===== src/rtl/sw_debounce_pkg.sv =====
// Shared debounce constants.
// Keeps the board top and sim benches on the same stable-count values.
package sw_debounce_pkg;

  localparam int DB_STABLE_DEFAULT = 50000;
  localparam int DB_STABLE_SIM     = 4;

endpackage


===== src/rtl/sw_debounce_if.sv =====
// Switch-side bundle: raw switch levels in, debounced levels and change strobe out.
// The master side drives the switches and the slave side is the debouncer.
interface sw_debounce_if #(
  parameter int WIDTH = 8
);

  logic [WIDTH-1:0] sw_raw;
  logic             en_raw;
  logic [WIDTH-1:0] x_db;
  logic             en_db;
  logic             chg;

  modport master (
    output sw_raw,
    output en_raw,
    input  x_db,
    input  en_db,
    input  chg
  );

  modport slave (
    input  sw_raw,
    input  en_raw,
    output x_db,
    output en_db,
    output chg
  );

endinterface


===== src/rtl/sw_debounce_channel.sv =====
// One debounce channel: 2-flop synchroniser, mismatch counter, output flop.
// q_flip is high in the cycle before q takes a new value.
module db_channel
  import sw_debounce_pkg::*;
#(
  parameter int STABLE_CYCLES = DB_STABLE_DEFAULT
) (
  input  logic clk,
  input  logic rst_n,
  input  logic d_raw,
  output logic q,
  output logic q_flip
);

  localparam int CNT_W = $clog2(STABLE_CYCLES);
  localparam logic [CNT_W-1:0] TERM = CNT_W'(STABLE_CYCLES - 1);

  logic             s1_q, s2_q;
  logic             q_q, q_d;
  logic [CNT_W-1:0] cnt_q, cnt_d;

  always_comb begin
    cnt_d = '0;
    q_d   = q_q;
    if (s2_q != q_q) begin
      if (cnt_q == TERM) begin
        q_d = s2_q;
      end else begin
        cnt_d = cnt_q + 1'b1;
      end
    end
  end

  always_ff @(posedge clk or negedge rst_n) begin
    if (!rst_n) begin
      s1_q  <= 1'b0;
      s2_q  <= 1'b0;
      cnt_q <= '0;
      q_q   <= 1'b0;
    end else begin
      s1_q  <= d_raw;
      s2_q  <= s1_q;
      cnt_q <= cnt_d;
      q_q   <= q_d;
    end
  end

  assign q      = q_q;
  assign q_flip = q_d ^ q_q;

endmodule


===== src/rtl/sw_debounce.sv =====
// Switch conditioner: WIDTH data channels plus one enable channel.
// chg is registered so it lines up with the cycle the new level appears.
module sw_debounce
  import sw_debounce_pkg::*;
#(
  parameter int WIDTH         = 8,
  parameter int STABLE_CYCLES = DB_STABLE_DEFAULT
) (
  input  logic          clk,
  input  logic          rst_n,
  sw_debounce_if.slave  bus
);

  logic [WIDTH:0] raw;
  logic [WIDTH:0] q;
  logic [WIDTH:0] flip;
  logic           chg_d, chg_q;

  // Enable rides as the top channel.
  assign raw = {bus.en_raw, bus.sw_raw};

  for (genvar g = 0; g <= WIDTH; g++) begin : g_ch
    db_channel #(
      .STABLE_CYCLES(STABLE_CYCLES)
    ) u_ch (
      .clk    (clk),
      .rst_n  (rst_n),
      .d_raw  (raw[g]),
      .q      (q[g]),
      .q_flip (flip[g])
    );
  end

  always_comb begin
    chg_d = |flip;
  end

  always_ff @(posedge clk or negedge rst_n) begin
    if (!rst_n) begin
      chg_q <= 1'b0;
    end else begin
      chg_q <= chg_d;
    end
  end

  assign bus.x_db  = q[WIDTH-1:0];
  assign bus.en_db = q[WIDTH];
  assign bus.chg   = chg_q;

endmodule


===== src/flat_wrapper.sv =====
// flat-port wrapper written by rule: the top's interface ports become plain ports
module sw_debounce_flat import sw_debounce_pkg::*;
#(
  parameter int WIDTH         = 8,
  parameter int STABLE_CYCLES = DB_STABLE_DEFAULT
)
  (clk, rst_n, bus_sw_raw, bus_en_raw, bus_x_db, bus_en_db, bus_chg);
  sw_debounce_if #(.WIDTH(WIDTH)) bus_i ();
  input  logic clk;
  input  logic rst_n;
  input wire logic [$bits(bus_i.sw_raw)-1:0] bus_sw_raw;
  input wire logic [$bits(bus_i.en_raw)-1:0] bus_en_raw;
  output wire logic [$bits(bus_i.x_db)-1:0] bus_x_db;
  output wire logic [$bits(bus_i.en_db)-1:0] bus_en_db;
  output wire logic [$bits(bus_i.chg)-1:0] bus_chg;
  assign bus_i.sw_raw = bus_sw_raw;
  assign bus_i.en_raw = bus_en_raw;
  assign bus_x_db = bus_i.x_db;
  assign bus_en_db = bus_i.en_db;
  assign bus_chg = bus_i.chg;
  sw_debounce #(.WIDTH(WIDTH), .STABLE_CYCLES(STABLE_CYCLES)) u_core (.clk(clk), .rst_n(rst_n), .bus(bus_i));
endmodule

===== config.mk =====
export PLATFORM = sky130hd
export DESIGN_NAME = sw_debounce_flat
export DESIGN_NICKNAME = d
export VERILOG_FILES = /design/src/rtl/sw_debounce_pkg.sv /design/src/rtl/sw_debounce_if.sv /design/src/rtl/sw_debounce_channel.sv /design/src/rtl/sw_debounce.sv /design/src/flat_wrapper.sv
export SDC_FILE = /design/constraint.sdc
export NUM_CORES = 1
export LEC_CHECK = 0
export CORE_ASPECT_RATIO = 1.4
export CORE_MARGIN = 2
export CORE_UTILIZATION = 31
export CTS_BUF_LIST = sky130_fd_sc_hd__clkbuf_4 sky130_fd_sc_hd__clkbuf_8 sky130_fd_sc_hd__clkbuf_16
export DETAILED_ROUTE_END_ITERATION = 10
export SYNTH_ARGS = -nofsm -noshare
export SYNTH_HDL_FRONTEND = slang
export SYNTH_HIERARCHICAL = 1
export SYNTH_SLANG_ARGS = --single-unit

===== constraint.sdc =====
create_clock -name clk -period 1.7 [get_ports clk]
set_input_delay 0.51 -clock clk [delete_from_list [all_inputs] [get_ports clk]]
set_output_delay 0.51 -clock clk [all_outputs]
set_load 0.05 [all_outputs]

==> results.json <==
{
  "synth.top_cell.area_share_pct": 49.6,
  "drive_gt1_share_pct": 24.4,
  "status": "completed",
  "nFillCells": 2761,
  "post_drt_wl_per_cell_um": 12.9,
  "rsz0062_at_grt": "yes",
  "drtIter0Drc": 222,
  "regArea_um2": 4300,
  "clock_skew_ns": 0.00956,
  "grtUsageMet1_pct": 14.4,
  "critPathBufInv": 1,
  "clock_latency_ns": 0.43,
  "syn_area_um2": 8680,
  "cts_tree": "yes",
  "path_cells": "buf_12",
  "fp.dieH_um": 202,
  "h-tree-depth": 4,
  "ys_ff_latch": 172,
  "gp_congestion": 0.742,
  "finalHoldViolations": 0,
  "endpoint_kind": "output port",
  "routed_via_density": 4.63,
  "gr-usage-all-layers_pct": 11.4,
  "whs_ns": 0.350,
  "slowest_stage": "dfrtp_1",
  "finalPower_uw": 8330,
  "switchingPower_uw": 2090,
  "first_pass_iters": 4,
  "yosysWarnings": 6,
  "io_buffers": 20,
  "tightest_slew_ns": 0.415,
  "reg2reg_depth": 6,
  "first_global_vias": 5748,
  "dr_total_vias": 5592,
  "ant_nets": 0,
  "cp.depth": 1,
  "timing.final.crit_period_ns": 1.60,
  "crit_type": "flop to output port",
  "finalWirelength_mm": 15.5,
  "p_leak_uw": 0.00417,
  "cpPeakStageDelay_ns": 0.48,
  "grt_use_met3_pct": 2.33,
  "grt_overflow": 0,
  "syn_nets": 781,
  "min_path_cells": 0,
  "seqPwrFrac_pct": 50.8,
  "start_util_pct": 31.5,
  "gr-max-usage-layer": "met2",
  "setup_violations": 0,
  "area_growth_pct": 18.4,
  "hp-class": "flop to flop",
  "die_x_um": 145,
  "netlist_instances": 761,
  "cts_sinks": 172,
  "max_freq_mhz": 624,
  "worstPathRequired_ns": 1.19,
  "seq_area_frac_synth_pct": 49.6,
  "crit_arrival_ns": 1.09,
  "slew_viol_final": 0,
  "internal-power_uw": 6240,
  "power.density_nw_per_um2": 810,
  "layout_common_cells": "dfrtp_1, nor2_1, xnor2_1, nand3_1",
  "synth.area.top_cells": "dfrtp_1, xnor2_1, nor2_1, nor4_2, nor4b_2",
  "ctsLongestPathBuffers": 2,
  "dpl.hpwl_mm": 10.8,
  "cp_max_fo": 3,
  "cts_buffers": 17,
  "p_sw_share_pct": 25.1,
  "postCtsSetupRepairBufs": 0,
  "slew_headroom_pct": 72.3,
  "crit_family": "flip-flops",
  "synth.distinct_cells": 23,
  "finalCritPeriodShare_pct": 94.3,
  "antenna_cells": 0,
  "multi_input_area_um2": 4230,
  "grt_pass1_wl_mm": 27.9,
  "nets": 844,
  "syn_avg_cell_area_um2": 11.4,
  "antenna_found_initial": 0,
  "drc": 0,
  "clkPwrFrac_pct": 45.5,
  "fp.coreArea_um2": 27600,
  "grt_max_degree": 47,
  "r2r_slack_ns": 0.11,
  "rows": 72,
  "maxCapViolations": 0,
  "layout_commonest_cell": "dfrtp_1",
  "dieArea_um2": 29400,
  "root_buffer": "clkbuf_16",
  "io_pins": 21,
  "grt_use_met2_pct": 19.2,
  "clk_pin_slew_worst_paths_ns": 0.07,
  "vdd_drop_max_v": 0.000733,
  "yosys.area.top_type": "dfrtp_1",
  "cp-start-kind": "flop",
  "comb_power_share_pct": 3.7
}
[what timing repair did]
action,in CTS,in global routing
hold buffers,1,0
pin swaps,0,1
hold endpoints to repair,20,0
setup endpoints to repair,1,8
resized for setup,1,8
[cell families after synthesis]
group / Yosys count / synth area share (%)
DFF: 172 / 49.6
muxes: 9 / 1.17
adders and majority gates: 9 / 1.30
xor gates and xnor gates: 135 / 13.6
buffers and inverters: 36 / 2.33
and+or+nand+nor: 400 / 32.0
[cell usage after synthesis]
| master | instances |
|---|---|
| nand4_4 | 9 |
| nor2_2 | 18 |
| nor2_1 | 136 |
| ha_1 | 9 |
| and4b_1 | 9 |
| xnor2_1 | 108 |
| dfrtp_1 | 172 |
| inv_1 | 27 |
| xor2_1 | 27 |
| and3_1 | 18 |
| nor4_1 | 1 |
| nor2b_1 | 9 |
| nand2_2 | 9 |
| nand4_1 | 9 |
| mux2_2 | 9 |
| nand2_1 | 18 |
| buf_6 | 9 |
| nand3_4 | 9 |
| nor4_2 | 36 |
| nor3_1 | 37 |
| nand4_2 | 18 |
| nand3_1 | 46 |
| nor4b_2 | 18 |
[cell type report]
class                      instances  share of cell area (%)
timing repair buffer              53                    5.97
inverter                          27                   0.986
sequential                       172                    41.9
clock buffer                      17                    4.14
clock inverter                    15                    1.45
tap                              370                    4.50
multi-input combinational        553                    41.1
[final timing paths]
kind                                              startpoint                       endpoint
worst min register to register      u_core/g_ch[4].u_ch/s1_q       u_core/g_ch[4].u_ch/s2_q
min in group asynchronous                              rst_n  u_core/g_ch[5].u_ch/cnt_q[11]
worst max-delay path                   u_core/g_ch[1].u_ch/q                    bus_x_db[1]
max in group asynchronous                              rst_n   u_core/g_ch[8].u_ch/cnt_q[0]
worst min-delay path                u_core/g_ch[4].u_ch/s1_q       u_core/g_ch[4].u_ch/s2_q
worst max register to register  u_core/g_ch[8].u_ch/cnt_q[1]                 u_core/bus.chg
[per-stage QoR]
step / instance area, um^2 / setup TNS, ns / setup slack, ns / std cells / util, %
2_1_floorplan: 8680 / 0 / 0.228 / 761 / -
3_3_place_gp: 9650 / -0.00580 / -0.00580 / 1174 / 35.0
3_5_place_dp: 9650 / -0.00851 / -0.00851 / 1174 / 35.0
4_1_cts: 10200 / 0 / 0.0238 / 1207 / 37.1
5_1_grt: 10300 / -0.0214 / -0.0170 / 1207 / 37.3
6_report: 10300 / 0 / 0.0969 / 1207 / 37.3
[layer usage]
| layer | routed length [um] | vias to the layer above | part of all wire [%] |
|---|---|---|---|
| met2 | 7980 | 44 | 51 |
| li1 | - | 2754 | - |
| met5 | 0 | - | 0 |
| met4 | 275 | 0 | 1.8 |
| met3 | 336 | 16 | 2.2 |
| met1 | 6950 | 2778 | 45 |
[registers in the layout, summed over array words and instances (netlist names)]
| register | cells |
|---|---|
| u_core/g_ch.u_ch/s2_q | 9 |
| u_core/bus.chg | 1 |
| u_core/g_ch.u_ch/s1_q | 9 |
| u_core/g_ch.u_ch/q | 9 |
| u_core/g_ch.u_ch/cnt_q | 144 |
[power by group through the flow]
stage	Combinational [uW]	Clock (uW)	Sequential, uW
after detailed placement	314	0	4310
after global routing	357	4090	4240
after CTS	319	3930	4230
after floorplan	148	0	4300
after global placement	312	0	4310
final	308	3790	4230
Power figures use the tool's default switching activity.
